## config.mk

```make
export PLATFORM = sky130hd
export DESIGN_NAME = memory_request_arbiter
export DESIGN_NICKNAME = d
export VERILOG_FILES = /design/src/rtl/memory_request_arbiter_pkg.sv /design/src/rtl/memory_request_arbiter.sv
export SDC_FILE = /design/constraint.sdc
export NUM_CORES = 1
export LEC_CHECK = 0
export CORE_UTILIZATION = 43
export CTS_CLUSTER_SIZE = 10
export DETAILED_ROUTE_END_ITERATION = 10
export PLACE_DENSITY_LB_ADDON = 0.2
export SLEW_MARGIN = 20
export SYNTH_ARGS = -nofsm -noshare
export SYNTH_HDL_FRONTEND = slang
export SYNTH_SLANG_ARGS = --single-unit
```

## constraint.sdc

```tcl
create_clock -name i_clk -period 2.2 [get_ports i_clk]
set_clock_uncertainty 0.05 [all_clocks]
set_input_delay 0.22 -clock i_clk [delete_from_list [all_inputs] [get_ports i_clk]]
set_output_delay 0.22 -clock i_clk [all_outputs]
set_load 0.005 [all_outputs]
```

## src/rtl/memory_request_arbiter_pkg.sv

```systemverilog
// Shared types for the single-port memory arbiter: bus words, RAM handshake states
// and the arbiter FSM encoding.
package memory_request_arbiter_pkg;

    typedef logic [31:0] word_t;

    typedef enum logic [1:0] {
        FREE   = 2'd0,
        BUSY   = 2'd1,
        ACCESS = 2'd2,
        ERROR  = 2'd3
    } ramstate_t;

    typedef enum logic [2:0] {
        IDLE   = 3'd0,
        GNT_D  = 3'd1,
        GNT_I  = 3'd2,
        RESP_D = 3'd3,
        RESP_I = 3'd4
    } arb_state_t;

    localparam int CNT_W = 16;

    // Stall counter stops at all-ones instead of wrapping back below the timeout.
    function automatic logic [CNT_W-1:0] sat_inc(input logic [CNT_W-1:0] v);
        return (&v) ? v : v + 1'b1;
    endfunction

endpackage

```

## src/rtl/memory_request_arbiter.sv

```systemverilog
// Serialises instruction-fetch and data requests onto one RAM port and returns
// ihit/dhit pulses with the loaded word; flags timeouts and RAM errors in mem_err.
module memory_request_arbiter
    import memory_request_arbiter_pkg::*;
#(
    parameter int TIMEOUT_CYCLES = 255,
    parameter bit D_PRIORITY     = 1'b1
) (
    input  logic        i_clk,
    input  logic        i_rst_n,
    input  logic        i_halt,
    input  logic        i_iren,
    input  logic [31:0] i_iaddr,
    input  logic        i_dren,
    input  logic        i_dwen,
    input  logic [31:0] i_daddr,
    input  logic [31:0] i_dstore,
    output logic        o_ihit,
    output logic        o_dhit,
    output logic [31:0] o_iload,
    output logic [31:0] o_dload,
    output logic        o_ramren,
    output logic        o_ramwen,
    output logic [31:0] o_ramaddr,
    output logic [31:0] o_ramstore,
    input  logic [31:0] i_ramload,
    input  logic [1:0]  i_ramstate,
    output logic        o_mem_err
);

    localparam logic [CNT_W-1:0] TIMEOUT_VAL = CNT_W'(TIMEOUT_CYCLES);

    arb_state_t       r_state;
    logic             r_write;
    word_t            r_addr;
    word_t            r_store;
    logic [CNT_W-1:0] r_cnt;
    word_t            r_iload;
    word_t            r_dload;
    logic             r_ihit;
    logic             r_dhit;
    logic             r_ramren;
    logic             r_ramwen;
    logic             r_mem_err;

    arb_state_t       w_state_next;
    logic             w_write_next;
    word_t            w_addr_next;
    word_t            w_store_next;
    logic [CNT_W-1:0] w_cnt_next;
    logic [CNT_W-1:0] w_cnt_inc;
    word_t            w_iload_next;
    word_t            w_dload_next;
    logic             w_mem_err_next;
    logic             w_dreq;
    logic             w_ireq;
    logic             w_gnt_next;
    logic             w_ramren_next;
    logic             w_ramwen_next;
    ramstate_t        w_ramstate;

    assign w_ramstate = ramstate_t'(i_ramstate);
    assign w_dreq     = i_dren | i_dwen;
    assign w_ireq     = i_iren & ~i_halt;
    assign w_cnt_inc  = sat_inc(r_cnt);

    always_comb begin
        w_state_next   = r_state;
        w_write_next   = r_write;
        w_addr_next    = r_addr;
        w_store_next   = r_store;
        w_cnt_next     = r_cnt;
        w_iload_next   = r_iload;
        w_dload_next   = r_dload;
        // A simultaneous read and write is served as a write but flagged.
        w_mem_err_next = r_mem_err | (i_dren & i_dwen);
        case (r_state)
            IDLE: begin
                if (w_dreq && (D_PRIORITY || !w_ireq)) begin
                    w_state_next = GNT_D;
                    w_write_next = i_dwen;
                    w_addr_next  = i_daddr;
                    w_store_next = i_dstore;
                    w_cnt_next   = '0;
                end else if (w_ireq) begin
                    w_state_next = GNT_I;
                    w_write_next = 1'b0;
                    w_addr_next  = i_iaddr;
                    w_cnt_next   = '0;
                end
            end
            GNT_D, GNT_I: begin
                case (w_ramstate)
                    ACCESS: begin
                        if (r_state == GNT_I) begin
                            w_iload_next = i_ramload;
                            w_state_next = RESP_I;
                        end else begin
                            if (!r_write) begin
                                w_dload_next = i_ramload;
                            end
                            w_state_next = RESP_D;
                        end
                    end
                    ERROR: w_mem_err_next = 1'b1;
                    default: begin
                        // Timeout only raises the flag; the access keeps waiting.
                        w_cnt_next = w_cnt_inc;
                        if (w_cnt_inc == TIMEOUT_VAL) begin
                            w_mem_err_next = 1'b1;
                        end
                    end
                endcase
            end
            default: w_state_next = IDLE;
        endcase
    end

    assign w_gnt_next    = (w_state_next == GNT_D) || (w_state_next == GNT_I);
    assign w_ramren_next = w_gnt_next && !w_write_next;
    assign w_ramwen_next = (w_state_next == GNT_D) && w_write_next;

    always_ff @(posedge i_clk or negedge i_rst_n) begin
        if (!i_rst_n) begin
            r_state   <= IDLE;
            r_write   <= 1'b0;
            r_addr    <= '0;
            r_store   <= '0;
            r_cnt     <= '0;
            r_iload   <= '0;
            r_dload   <= '0;
            r_ihit    <= 1'b0;
            r_dhit    <= 1'b0;
            r_ramren  <= 1'b0;
            r_ramwen  <= 1'b0;
            r_mem_err <= 1'b0;
        end else begin
            r_state   <= w_state_next;
            r_write   <= w_write_next;
            r_addr    <= w_addr_next;
            r_store   <= w_store_next;
            r_cnt     <= w_cnt_next;
            r_iload   <= w_iload_next;
            r_dload   <= w_dload_next;
            r_ihit    <= (w_state_next == RESP_I);
            r_dhit    <= (w_state_next == RESP_D);
            r_ramren  <= w_ramren_next;
            r_ramwen  <= w_ramwen_next;
            r_mem_err <= w_mem_err_next;
        end
    end

    assign o_ihit     = r_ihit;
    assign o_dhit     = r_dhit;
    assign o_iload    = r_iload;
    assign o_dload    = r_dload;
    assign o_ramren   = r_ramren;
    assign o_ramwen   = r_ramwen;
    assign o_ramaddr  = r_addr;
    assign o_ramstore = r_store;
    assign o_mem_err  = r_mem_err;

endmodule
```

# Word-level counts from Yosys, hierarchy flattened

Index checks and enable logic that the tools add are counted.
Widths: inputs -> output; s select.

Reductions and logical operators: 15
Multiplexer cells: 18
Bitwise operators: 7
Add/subtract/negate cells: 1
Equal/unequal tests: 11

Operator list:

| kind                  | number |
|---|---|
| $mux 16               | 4 |
| $mux 32               | 2 |
| $pmux 16 s2           | 1 |
| $add 16x1->16 const B | 1 |
| $eq 16x8->1 const B   | 1 |
| $reduce_and 16->1     | 1 |
| $mux 3                | 4 |
| $eq 3x2->1 const B    | 3 |
| $eq 3x1->1 const B    | 2 |
| $pmux 3 s2            | 1 |
| $reduce_and 3->1      | 2 |
| $mux 1                | 5 |
| $eq 2x2->1 const B    | 2 |
| $reduce_and 2->1      | 2 |
| $reduce_and 4->1      | 1 |
| $reduce_bool 2->1     | 2 |
| $reduce_or 2->1       | 2 |
| $eq 3x3->1 const B    | 1 |
| $logic_not 3->1       | 1 |
| $ne 3x3->1 const B    | 1 |
| $not 1->1             | 3 |
| $and 1x1->1           | 2 |
| $logic_and 1x1->1     | 2 |
| $ne 2x2->1 const B    | 1 |
| 4 further kinds       | 5 |

Flip-flop bits (word level): 153
Logic and storage cells: 64
Input bits: 136
Output and inout bits: 133

# Depth between registers and ports, before layout

Gate-level depths: netlist of run 1.

Word-level depth: 8
Mapped depth: 8
Gate-level depth less buffers: 6

# Least setup slack after synthesis of run 1

No wires, ideal clock.

Path type: register to register
Start: register r_cnt[0]
End: register r_cnt[1]
Buffers on the path: 2
Arrival: 1.799 ns
Library setup time: 0.122 ns
Path slack: 0.230 ns
Stages on the path, launching flop included: 8
Cell sequence: dfrtp_1 ha_1 clkbuf_1 and4_1 a41oi_2 buf_2 mux2i_1 a32o_1

Cells in the longest elaborated chain, start to end: 4
Elaborated cells between the ends (all ways): 5

Ends and longest elaborated chain:

| what                                               | line                             | text |
|---|---|---|
| start: declaration                                 | memory_request_arbiter.sv:37     | `logic [CNT_W-1:0] r_cnt;` |
| start signal: assignment                           | memory_request_arbiter.sv:142    | `r_cnt <= w_cnt_next;` |
| $add 16x1->16 or $reduce_and 16->1 (tied branches) | memory_request_arbiter_pkg.sv:26 | `return (&v) ? v : v + 1'b1;` |
| $mux 16 (*)                                        | memory_request_arbiter_pkg.sv:26 |  |
| $mux 16 (*)                                        | memory_request_arbiter.sv:93     | `case (w_ramstate)` |
| $pmux 16 s2 (*)                                    | memory_request_arbiter.sv:77     | `case (r_state)` |

Mark *: on every way between the ends. The rest lies on a longest branch, timed or not. The select of a mux whose other input is x is not followed.
A chain may end at the register's enable or synchronous reset.

# Worst setup path in the final report of run 1

Start: register r_cnt[0]
End: register r_cnt[4]

Same word-level chain as after synthesis.

==> summary.md, run 1 <==
| Metric | Value |
|---|---|
| Seq/Total Area, Yosys | 0.5784 |
| Max_slew headroom | 0.6627 |
| RSZ-0062 raised after global routing | false |
| Die Y | 126.1 um |
| Req. time, crit path | 2450 ps |
| Clk_lat worst skew | 430 ps |
| Pre-Repair DR Iteration Count | 6 |
| Synthesized area | 6619 um2 |
| CP Max Fanout | 13 |
| Arr. time, crit path | between 2000 and 2500 ps |
| Reg2Reg Setup Slack | 220 ps |
| # DRC | 0 |
| Top cells by area, synth | dfrtp_1 58%, mux2_2 11%, nand2_1 7.8% |
| Setup tns final | 0 ps |
| M1 WL | slightly above 7 mm |
| Synth area leader | dfrtp_1 |
| Wire length per cell | about 18 um |
| Global-route wire length before repair | 30.10 mm |
| Largest net degree at the start of global routing | 55 |
| Switching Share | 0.3021 |
| Worst-path clk slew | 60 ps |
| Port Buffers | 268 |
| Via/cell ratio | 5.136 |
| Clock Power Share | 0.223 |
| HP Class | input pin to asynchronous set/reset pin |
| Critical path, cell by cell | ha_1 -> and4_1 -> a41oi_2 -> buf_4 -> nand2_1 -> o211ai_1 -> o41ai_1 |
| Total grt overflow | 0 |
| HPWL Detailed | approximately 14 mm |
| Routed vias | 5434 |
| # fillers | 1055 |
| FP Rows | 44 |
| Area of the die | 15890 um2 |
| Tcrit/Tclk final | 0.8989 |
| Initial Util | 0.4486 |
| Max stage delay on crit path | 450 ps |
| Initial antenna violation count | 1 |
| Async SR Flop Fraction | 1.000 |
| Top FF cell, synth | dfrtp_1 |
| Placed Area | 9598 um2 |
| Share of the synthesized area in the top cell type | 0.5784 |
| Crit path time final | about 2000 ps |
| Sequential share of power | 0.363 |
| Cells after synthesis | 589 |
| CP max-delay cell | dfrtp_1 |
| Fin nets | between 900 and 1000 |
| CP endpoint kind | register |
| Combinational share of power | 0.414 |
| Die width | approximately 130 um |
| Longest Clk Path Bufs | 2 |
| Final Hold Fails | 0 |
| Slew at the pin with the worst max-slew slack | 506.0 ps |
| Inserted Clock Buffers | 17 |
| Syn avg cell area | 11.24 um2 |
| Area Growth Syn to Fin | 54.23% |
| Leak | 4.476 nW |
| Placed Cells | around 1000 |
| H-tree levels | 4 |
| Clk sinks | ~150 |
| Resized Gates After CTS | 0 |
| Highest metal used | met4 |
| Met2 Wirelength | approximately 9.3 mm |
| Ys Warns | 0 |
| Final Non-Filler Cells | 1058 |
| Tot GR Track Use | 0.2471 |
| Int Power | 9.146 mW |
| Gpl congestion | 0.8278 |
| Final instance area | 10210 um2 |
| Power Density | roughly 1300 nW/um2 |
| Core Area | between 10000 and 15000 um2 |
| Layout cells sized above 1 | 0.1432 |
| Postcts setup bufs | 0 |
| Total Wirelength | 18.55 mm |
| DP Worst Slack | 118.3 ps |
| Final setup viols | 0 |
| Fmax | 505.6 MHz |
| CTS Root Cell | clkbuf_16 |
| Routed Antenna Nets | 0 |
| Fin. max-slew vios | 0 |
| EDFF count, synth | 0 |
| Initial DRC Count | 220 |
| CTS tree | done |
| Max rail drop VDD | roughly 730 uV |
| Io pins | 269 |
| Cts hold-fix bufs | 1 |
| Max cap viols | 0 |
| Routed length on met3 | 1.341 mm |
| CP Launch Type | register |
| FF+latch count, synth | ~150 |
| CP Class | register to register |
| Vias in the first global route | approximately 5800 |
| Status | finished clean |
| Syn_nets | 726 |
| Psw | just under 4 mW |
| Final WS setup | 222.3 ps |
| Synth cell types | slightly below 60 |
## cells by family after synthesis
kind of cell             synth area share
AO/OA/AOI/OAI                     0.08828
XOR/XNOR                         0.005292
adder cells (fa/ha/maj)          0.001890
buffers and inverters             0.02760
flip-flops                         0.5784
multiplexers                       0.1603
AND/OR/NAND/NOR                    0.1382
## layer usage
| layer | up-vias | GRT usage |
|---|---|---|
| met5 | - | 0 |
| met1 | 2560 | 0.2769 |
| met4 | 0 | 0.1262 |
| met2 | 229 | 0.4257 |
| li1 | 2606 | - |
| met3 | 39 | 0.07477 |
## final cells by class
class	instances	area, um2	area share
Inverter	6	22.52	0.002206
Sequential cell	153	3829	0.3750
Multi-Input combinational cell	394	2620	0.2566
Antenna cell	1	2.502	0.0002451
Clock buffer	22	484.2	0.04743
Timing Repair Buffer	289	2907	0.2847
Tap cell	184	230.2	0.02255
Clock inverter	9	113.9	0.01115
## critical path: cells and delay by family, from the launching register on
kind,cells,cell delay [ps]
AOI/OAI and AO/OA,3,510
adders and majority gates,1,240
buffers and inverters,1,210
DFF,1,450
and+or+nand+nor,2,380
## flip-flops by register name, summed over array words and instances (netlist names)
name	flops
o_ramwen	1
r_state	3
r_cnt	16
o_ramaddr	32
o_iload	32
r_write	1
o_ihit	1
o_ramstore	32
o_ramren	1
o_dload	32
o_mem_err	1
o_dhit	1
## cells in the mapped netlist, types with 2 or more instances
| library cell | instances |
|---|---|
| dfrtp_1 | 153 |
| nand2_1 | 138 |
| mux2_2 | 62 |
| o21ai_0 | 46 |
| mux2i_1 | 34 |
| clkbuf_1 | 16 |
| buf_2 | 15 |
| nand3_1 | 10 |
| a21oi_1 | 9 |
| nor2_1 | 8 |
| and3_1 | 7 |
| nand4_1 | 6 |
| nor3_1 | 6 |
| inv_1 | 5 |
| a31oi_1 | 4 |
| and4_1 | 4 |
| xnor2_1 | 4 |
| nor3_2 | 3 |
| nor4_1 | 3 |
| o211a_1 | 3 |
| o21a_1 | 3 |
| o31ai_1 | 3 |
| a211oi_1 | 2 |
| and2_1 | 2 |
| buf_1 | 2 |
| clkbuf_2 | 2 |
| mux2_1 | 2 |
| nand2b_1 | 2 |
| nor2_2 | 2 |
| nor2b_1 | 2 |
| o41ai_1 | 2 |
| or2_1 | 2 |
## final timing paths
kind | end | cells past startpoint | startpoint
worst max-delay path | r_cnt[4] | 7 | r_cnt[0]
worst min-delay path | r_cnt[0] | 2 | i_rst_n
worst max register to register | r_cnt[4] | 7 | r_cnt[0]
worst min register to register | o_iload[9] | 2 | o_iload[9]
max in group asynchronous | o_ramstore[0] | 3 | i_rst_n
min in group i_clk | o_iload[23] | 3 | i_ramload[23]
## placed cells by master (no fill, tap or decap), drive strengths merged, types with 2 or more instances in the layout
cell type      instances
a211oi                 3
a21oi                  9
a31oi                  4
a41oi                  2
and2                   2
and3                   7
and4                   4
buf                   21
bufinv                 2
clkbuf                22
clkdlybuf4s50        267
clkinv                 4
clkinvlp               2
dfrtp                153
inv                    7
mux2                  64
mux2i                 34
nand2                138
nand2b                 2
nand3                 10
nand4                  7
nor2                  10
nor2b                  2
nor3                   9
nor4                   4
o211a                  3
o21a                   3
o21ai                 47
o31ai                  3
o41ai                  2
or2                    2
xnor2                  4
## power by group through the flow
stage	Combinational, mW	Clock, mW	Sequential [mW]
detailed placement	5.45	0	4.80
global placement	5.33	0	4.72
finish	5.42	2.92	4.76
floorplan	1.99	0	4.80
CTS	5.49	2.99	4.77
global route	5.86	3.11	4.93
## metrics by stage
stage / util / total power [mW] / hold WS [ps]
floorplan: - / 6.786 / -125.6
global placement: 0.6505 / 10.05 / 140.1
detailed placement: 0.6505 / 10.25 / 151.9
CTS: 0.6917 / 13.24 / 263.1
global route: 0.6919 / 13.90 / 280.9
finish: 0.6919 / 13.11 / 249.9
Note: power is estimated with default switching activity, not from simulation.
==> run 2, diff against run 1 <==
--- a/config.mk
+++ b/config.mk
@@ -6,9 +6,10 @@
 export NUM_CORES = 1
 export LEC_CHECK = 0
 export CORE_UTILIZATION = 43
-export CTS_CLUSTER_SIZE = 10
 export DETAILED_ROUTE_END_ITERATION = 10
+export GPL_ROUTABILITY_DRIVEN = 0
 export PLACE_DENSITY_LB_ADDON = 0.2
+export SKIP_CTS_REPAIR_TIMING = 1
 export SLEW_MARGIN = 20
 export SYNTH_ARGS = -nofsm -noshare
 export SYNTH_HDL_FRONTEND = slang
==> summary.md, run 2 (synthesized netlist as in run 1, its figures left out) <==
| Metric | Value |
|---|---|
| CTS Root Cell | clkbuf_16 |
| Max cap viols | 0 (unchanged) |
| Leak | 4.478 nW (about the same) |
| Die width | 126.1 um (unchanged) |
| Int Power | 9.147 mW (about the same) |
| Area Growth Syn to Fin | 54.29% (about the same) |
| Final setup viols | 0 (unchanged) |
| Buf/Inv on CP | 1 (unchanged) |
| Final Hold Fails | 0 (unchanged) |
| Arr. time, crit path | 2320 ps (+90 ps) |
| Fin. max-slew vios | 0 (unchanged) |
| Reg area | 3829 um2 (unchanged) |
| Top delay family on crit path | compound AO/OA/AOI/OAI gates |
| CP max-delay cell | dfrtp_1 |
| Initial DRC Count | 264 (+20%) |
| Power Density | 1289 nW/um2 (+0.39%) |
| FF-to-FF path depth | 7 (unchanged) |
| Core Area | 14750 um2 (unchanged) |
| Critical path, cell by cell | ha_1 -> buf_4 -> nand4_1 -> a211oi_2 -> o211a_1 -> nor2_1 -> o31ai_1 |
| Combinational share of power | 0.415 (about the same) |
| CP Launch Type | register |
| Inserted Clock Buffers | 17 (unchanged) |
| Status | finished clean |
| Routed vias | 5527 (+1.7%) |
| Routed length on met3 | 1.306 mm (-2.6%) |
| Max_slew headroom | 0.6104 (-0.05229) |
| Die Y | 126.1 um (unchanged) |
| RSZ-0062 raised after global routing | false |
| Crit path time final | 2052 ps (+74.33 ps) |
| Worst-path clk slew | 60 ps (about the same) |
| Commonest cells after routing, fill and taps aside | 267 x clkdlybuf4s50_1, 153 x dfrtp_1, 138 x nand2_1 |
| Max stage delay on crit path | 460 ps (about the same) |
| CP Max Fanout | 8 (-5) |
| # fillers | 1074 (+1.8%) |
| Req. time, crit path | 2470 ps (+20 ps) |
| Psw | 4.014 mW (+1.4%) |
| Routed Antenna Nets | 0 (unchanged) |
| HP Class | input pin to asynchronous set/reset pin |
| Total Power | 13.16 mW (+0.43%) |
| Post-layout util | 0.6922 (about the same) |
| Layout cells sized above 1 | 0.1422 (-0.0009826) |
| Ant. Diodes | 0 (-1) |
| Sequential share of power | 0.360 (-0.003) |
| Area of the die | 15890 um2 (unchanged) |
| Global-route wire length before repair | 29.76 mm (-1.1%) |
| CP Class | register to register |
| Port Buffers | 268 (unchanged) |
| Setup tns final | 0 ps (unchanged) |
| Fmax | 487.3 MHz (-3.6%) |
| FP Rows | 44 (unchanged) |
| Critical path depth in cells | 7 (unchanged) |
| # DRC | 0 (unchanged) |
| Clk_lat worst skew | 420 ps (about the same) |
| Largest net degree at the start of global routing | 65 (+18%) |
| M1 WL | 7.135 mm (-2.0%) |
| Area of the multi-input gates | 2620 um2 (unchanged) |
| CTS tree | done |
| Highest metal used | met4 |
| Pre-Repair DR Iteration Count | 4 (-2) |
| CP endpoint kind | register |
| Total grt overflow | 0 (unchanged) |
| Tot GR Track Use | 0.2442 (-0.002870) |
| Via/cell ratio | 5.234 (+1.9%) |
| H-tree levels | 4 (unchanged) |
| Placed Cells | 1023 (-0.20%) |
| Met2 Wirelength | 9.532 mm (+2.7%) |
| Most common cell after layout, fill and taps aside | clkdlybuf4s50_1 |
| Io pins | 269 (unchanged) |
| Longest Clk Path Bufs | 2 (unchanged) |
| Clock Power Share | 0.225 (+0.002) |
| HPWL Detailed | 13.58 mm (-0.74%) |
| Vias in the first global route | 5637 (-2.6%) |
| Tcrit/Tclk final | 0.9327 (+0.03379) |
| Initial Util | 0.4486 (unchanged) |
| Fin nets | 996 (-0.20%) |
| Clk sinks | 153 (unchanged) |
| Final Non-Filler Cells | 1056 (-0.19%) |
| Wire length per cell | 17.65 um (+0.65%) |
| Max rail drop VDD | 739.5 uV (+0.63%) |
| Initial antenna violation count | 0 (-1) |
| Switching Share | 0.3050 (+0.002912) |
| Slew at the pin with the worst max-slew slack | 584.4 ps (+78.44 ps) |
| Total Wirelength | 18.64 mm (+0.46%) |
## run 2: worst register-to-register path, stage by stage, from the launching register on
cell and delay (ps):
dfrtp_1 460, ha_1 210, buf_4 160, nand4_1 150
a211oi_2 390, o211a_1 220, nor2_1 50, o31ai_1 270
## run 2: layout make-up
cell class,instances,share of cell area
timing repair buffer,287,0.2844
clock buffer,21,0.04607
tap,184,0.02254
clock inverter,11,0.01335
multi-input combinational,394,0.2566
sequential,153,0.3749
inverter,6,0.002205
## run 2: path summary, 6_finish.rpt
check / start / to / slack (ps)
worst min register to register: o_iload[9] / o_iload[9] / 420
worst max register to register: r_cnt[0] / o_mem_err / 150
min in group i_clk: i_ramload[22] / o_iload[22] / 310
max in group asynchronous: i_rst_n / o_ramaddr[26] / 1100
worst min-delay path: i_rst_n / r_cnt[3] / 280
worst max-delay path: r_cnt[0] / o_mem_err / 150
## run 2: metrics by stage
step | hold slack [ps] | setup WS [ps] | instance area [um2]
after floorplan | -125.6 | 229.6 | 6619
after global placement | 166.0 | 174.0 | 9595
after detailed placement | 178.1 | 123.0 | 9595
after CTS | -278.0 | 164.5 | 10200
after global routing | 314.4 | 32.79 | 10210
final | 279.7 | 148.0 | 10210
## run 2: per-layer routing
metal  vias to the layer above  track usage
met1                      2664       0.2759
met4                         0       0.1141
met2                       219       0.4267
met3                        42      0.06924
met5                         -            0
li1                       2602            -
## run 2: power groups by stage
stage	Sequential [mW]	Combinational, mW	Clock [mW]
CTS	4.75	5.51	3.03
global placement	4.71	5.33	0
detailed placement	4.78	5.47	0
global route	4.91	5.90	3.17
floorplan	4.80	1.99	0
finish	4.74	5.46	2.96
==> variant 1, RTL diff (flow settings as in run 1) <==
Add an input register stage for `i_halt`, without a reset; this delays it by one clock. The other inputs are not delayed to match.
--- a/src/rtl/memory_request_arbiter.sv
+++ b/src/rtl/memory_request_arbiter.sv
@@ -30,6 +30,12 @@
 
     localparam logic [CNT_W-1:0] TIMEOUT_VAL = CNT_W'(TIMEOUT_CYCLES);
 
+    logic i_halt_q;
+
+    always_ff @(posedge i_clk) begin
+        i_halt_q <= i_halt;
+    end
+
     arb_state_t       r_state;
     logic             r_write;
     word_t            r_addr;
@@ -61,7 +67,7 @@
 
     assign w_ramstate = ramstate_t'(i_ramstate);
     assign w_dreq     = i_dren | i_dwen;
-    assign w_ireq     = i_iren & ~i_halt;
+    assign w_ireq     = i_iren & ~i_halt_q;
     assign w_cnt_inc  = sat_inc(r_cnt);
 
     always_comb begin
Formal check against the unedited RTL: not equivalent (a bounded check fails within 4 cycles, from zero or initial values and one cycle with i_rst_n low).
==> variant 1 against run 1 <==
Critical path depth decreased by 1; synthesized area increased by 0.30%; fmax decreased by 1.9%; setup slack got worse by 0.038 ns; cell area increased by 0.36%; sequential cell count increased by 1; the run now ends with design-rule violations left; critical path type unchanged; power increased by 1.4%; wire length decreased by 0.58%; non-clock buffer count decreased by 2.
==> variant 1: results (changes against run 1) <==
INFO  metric cellPowerDensity = 1300 mW/mm^2 (+1.1%)
INFO  metric met2WireLength = 9.30 mm (+0.20%)
INFO  metric switching_power = 4.08 mW (+3.1%)
INFO  metric remaining_drc_errors = 1 (+1)
INFO  metric netlist_instances = 590 (+0.17%)
INFO  metric drt_iter0_drc = 224 (+1.8%)
INFO  metric synth.area.mux_share = 16.0% (-0.048 points)
INFO  metric crit-reg2reg-capture = o_mem_err
INFO  metric dpl_cell_area = 0.00963 sq mm (+0.36%)
INFO  metric violations = design-rule violations
INFO  metric global_route.usage.met2 = 40.5% (-2.1 points)
INFO  metric synth.top_cells.by_area = dfrtp_1 58%, mux2_2 11%, nand2_1 7.8%, mux2i_1 5.1%, o21ai_0 3.5%
INFO  metric non_filler_instances = 1061 (+0.28%)
INFO  metric grt_max_degree = 65 (+18%)
INFO  metric grt_util_all_layers = 23.6% (-1.1 points)
INFO  metric timing.hold.worst.class = in2reg
INFO  metric maximum_fanout_count_along_the_critical_path = 8 (-5)
INFO  metric first_global_vias = 5550 (-4.1%)
INFO  metric count_of_buffers_from_port_buffering = 268 (unchanged)
INFO  metric dpl_worst_slack = 0.125 ns (+0.00658 ns)
INFO  metric vdd.ir_drop.worst = 0.842 mV (+15%)
INFO  metric share_seq_of_total_power = 36.1% (-0.2 points)
INFO  metric dp.final_hpwl = 13.4 mm (-2.0%)
INFO  metric outcome = finished with violations
INFO  metric async_flop_share = 99.4% (-0.65 points)
INFO  metric grt_first_pass_wirelength = 29.1 mm (-3.3%)
INFO  metric clock_path_buffers = 2 (unchanged)
INFO  metric detail_route.vias_per_cell = 5.21 (+1.5%)
INFO  metric globalplace.congestion = 0.917 (+11%)
INFO  metric synth_compound_area_share = 8.80% (-0.027 points)
INFO  metric grt_use_met1 = 28.0% (+0.34 points)
INFO  metric met1Wirelength = 7.52 mm (+3.3%)
INFO  metric timing.max_slew.rel_slack = 59.3% (-7.0 points)
INFO  metric finish.net_count = 997 (-0.10%)
INFO  metric timing.hold.worst.start = i_halt
INFO  metric post_synth_xor_area_fraction = 0.528% (-0.0016 points)
INFO  metric leakage = 4.47 nW (-0.22%)
INFO  metric synth_sequential_area_ratio = 58.0% (+0.13 points)
INFO  metric drt_pre_antenna_iters = 7 (+1)
INFO  metric antenna_found_initial = 0 (-1)
INFO  metric yosys.cell_types.count = 60 (+1.7%)
INFO  metric r2r.worst_path.cells = 6 (-1)
INFO  metric crit_path_max_incr_delay = 0.46 ns
INFO  metric p_clk = 2.96 mW (+1%)
INFO  metric length_of_routed_met3_wiring = 1.11 mm (-17%)
INFO  metric route.final.wire_length = 18.4 mm (-0.58%)
INFO  metric syn_nets = 727 (+0.14%)
INFO  metric synth_fa_ha_area_share = 0.188% (-0.00057 points)
INFO  metric critical_path_arrival = 2.29 ns (+0.06 ns)
INFO  metric global_route.usage.met3 = 6.16% (-1.3 points)
INFO  metric n_antenna_cell = 0 (-1)
INFO  metric crit_end = o_mem_err
==> variant 1: changes by cell type in the layout (fill, tap and decap cells not counted), moves of 2 or more <==
| cell | before | now |
|---|---|---|
| clkinvlp_4 | 2 | 6 |
| inv_6 | 1 | 3 |
| buf_12 | 5 | 7 |
| buf_4 | 15 | 11 |
| clkinv_2 | 2 | 0 |
| clkbuf_8 | 4 | 1 |
==> variant 1: area by class of cell <==
type / count / area [sq um]
fillers: 1138 / 4900
flip-flops and latches: 154 / 3850
repair buffers: 287 / 2920
multi-input cells: 394 / 2620
clock buffers: 18 / 439
well taps: 188 / 235
clock inverters: 14 / 163
inverters: 6 / 22.5
==> variant 1: worst min path at each step <==
stage               slack [ns]  depth (start not counted)             to
floorplan                -0.13                          0         o_dhit
global placement          0.19                          1  o_ramstore[9]
detailed placement        0.21                          1  o_ramstore[9]
CTS                       0.20                          1       i_halt_q
global route              0.19                          1       i_halt_q
finish                    0.21                          1       i_halt_q
==> variant 2, RTL diff (settings of run 1) <==
Made on the original files. `CNT_W`: 16 -> 32.
--- a/src/rtl/memory_request_arbiter_pkg.sv
+++ b/src/rtl/memory_request_arbiter_pkg.sv
@@ -19,7 +19,7 @@
         RESP_I = 3'd4
     } arb_state_t;
 
-    localparam int CNT_W = 16;
+    localparam int CNT_W = 32;
 
     // Stall counter stops at all-ones instead of wrapping back below the timeout.
     function automatic logic [CNT_W-1:0] sat_inc(input logic [CNT_W-1:0] v);
Formal check against the unedited RTL: same outputs for any inputs over 4 cycles, from zero or initial values and one cycle with i_rst_n low; that may be too few to reach the edited logic, so the function may still have changed.
==> variant 2 against run 1 <==
The flow now finishes with violations (negative setup slack); cell count rose by 27%; sequential power rose by 4.6%; largest cell class unchanged; cell area rose by 21%; synthesized area rose by 18%; wire length rose by 31%; sequential cell count rose by 16; setup slack got worse by 0.37 ns; largest power group unchanged; highest routed layer unchanged; power rose by 5.3%; count of clock-buffer cells in the layout fell by 5; critical path depth rose by 1; first-iteration DRC count rose by 85%.
==> variant 2: results (changes against run 1) <==
INFO  metric leakage = 5.43 nW (+21%)
INFO  metric syn_nets = 882 (+21%)
INFO  metric yosys.cell_types.count = 64 (+8.5%)
INFO  metric antenna_found_initial = 0 (-1)
INFO  metric synth.top_cells.by_area = dfrtp_1 54%, mux2_2 9.2%, nand2_1 7.5%, o21ai_0 4.7%, mux2i_1 4.5%
INFO  metric dp.final_hpwl = 17.9 mm (+31%)
INFO  metric post_cts.resized_instances = 11 (+11)
INFO  metric final.setup.worst_slack = -0.146 ns (-0.368 ns)
INFO  metric fillCellCount = 1327 (+26%)
INFO  metric fin_setup_tns = -0.855 ns (-0.855 ns)
INFO  metric finish.net_count = 1239 (+24%)
INFO  metric avg_synthesized_cell_area = 10.5 sq um (-6.6%)
INFO  metric length_of_routed_met3_wiring = 2.34 mm (+74%)
INFO  metric global_route.usage.met3 = 7.44% (-0.032 points)
INFO  metric n_antenna_cell = 0 (-1)
INFO  metric synth.cells.most_frequent = 169 x dfrtp_1, 157 x nand2_1, 73 x o21ai_0
INFO  metric cp_top_family = simple AND/OR/NAND/NOR gates
INFO  metric count_of_buffers_from_port_buffering = 268 (unchanged)
INFO  metric layout-drive-gt1-share = 21.9% (+7.6 points)
INFO  metric outcome = finished with violations
INFO  metric global_route.usage.met2 = 44.6% (+2.0 points)
INFO  metric drt_pre_antenna_iters = 5 (-1)
INFO  metric r2r-start = r_cnt[9]
INFO  metric worstSetupStartpoint = r_cnt[9]
INFO  metric maximum_fanout_count_along_the_critical_path = 5 (-8)
INFO  metric drt_iter0_drc = 407 (+85%)
INFO  metric globalplace.congestion = 0.898 (+8.4%)
INFO  metric dpl_worst_slack = -0.148 ns (-0.266 ns)
INFO  metric synth_sequential_area_ratio = 54.1% (-3.7 points)
INFO  metric worst_pin_slew = 0.491 ns (-0.0149 ns)
INFO  metric route.final.wire_length = 24.3 mm (+31%)
INFO  metric grt_first_pass_wirelength = 37.6 mm (+25%)
INFO  metric critical-path-slowest-cell = or4_4
INFO  metric violations = negative setup slack
INFO  metric non_filler_instances = 1339 (+27%)
INFO  metric grt_max_degree = 65 (+18%)
INFO  metric dpl_cell_area = 0.0115 sq mm (+20%)
INFO  metric cts.clk_slew.worst_paths = 0.06 ns (about the same)
INFO  metric vdd.ir_drop.worst = 0.773 mV (+5.1%)
INFO  metric met2WireLength = 11.7 mm (+26%)
INFO  metric crit_path_max_incr_delay = 0.60 ns (+0.15 ns)
INFO  metric detail_route.vias_per_cell = 5.31 (+3.4%)
INFO  metric holdBufCountCts = 1 (unchanged)
INFO  metric grt_util_all_layers = 26.5% (+1.8 points)
INFO  metric grt_use_met1 = 32.8% (+5.1 points)
INFO  metric met1Wirelength = 9.76 mm (+34%)
INFO  metric first_global_vias = 7017 (+21%)
INFO  metric setup_viol = 17 (+17)
INFO  metric critical_path_arrival = 2.61 ns (+0.38 ns)
INFO  metric clockRootBuffer = clkbuf_16
==> variant 2: cell types whose count changed in the layout (fill, tap and decap cells not counted), moves of 11 or more <==
cell	change
a31oi_1	+11
buf_4	+87
dfrtp_1	+15
nand2_1	+16
nand4_1	+13
nor2_1	+11
o21ai_0	+16
==> variant 2: logic make-up (layout without fill, tap and decap cells) <==
family / count (synthesis) / in the layout / share of synthesized area (%)
compound gates: 149 / 149 / 12.1
xor+xnor: 8 / 8 / 0.896
fa+ha+maj: 1 / 1 / 0.160
buf+inv: 53 / 422 / 2.83
flops: 169 / 169 / 54.1
mux: 99 / 99 / 13.7
simple gates: 266 / 266 / 16.2
==> variant 2: worst paths after layout <==
| kind | end | slack, ns | cells after the start |
|---|---|---|---|
| hold / removal | o_ramstore[16] | 0.27 | 2 |
| min in group i_clk | o_iload[29] | 0.29 | 3 |
| max in group asynchronous | o_ramaddr[4] | 1.13 | 3 |
| hold reg to reg | o_iload[20] | 0.43 | 2 |
| setup reg to reg | o_mem_err | -0.15 | 8 |
| setup / recovery | o_mem_err | -0.15 | 8 |
==> variant 2: cell type report <==
cell class | count | area [sq um] | share of cell area, %
clock buffers | 17 | 425 | 3.46
clock inverters | 14 | 211 | 1.72
inverters | 11 | 41.3 | 0.335
multi-input cells | 523 | 3510 | 28.5
flip-flops and latches | 169 | 4230 | 34.4
well taps | 225 | 282 | 2.29
repair buffers | 380 | 3610 | 29.3
==> variant 2: power by group <==
| group | internal [mW] | leakage (nW) | total [mW] | switching, mW |
|---|---|---|---|---|
| Sequential | 4.34 | 2.12 | 4.98 | 0.639 |
| Clock | 1.93 | 0.311 | 3.23 | 1.30 |
| Combinational | 3.39 | 3.00 | 5.58 | 2.19 |
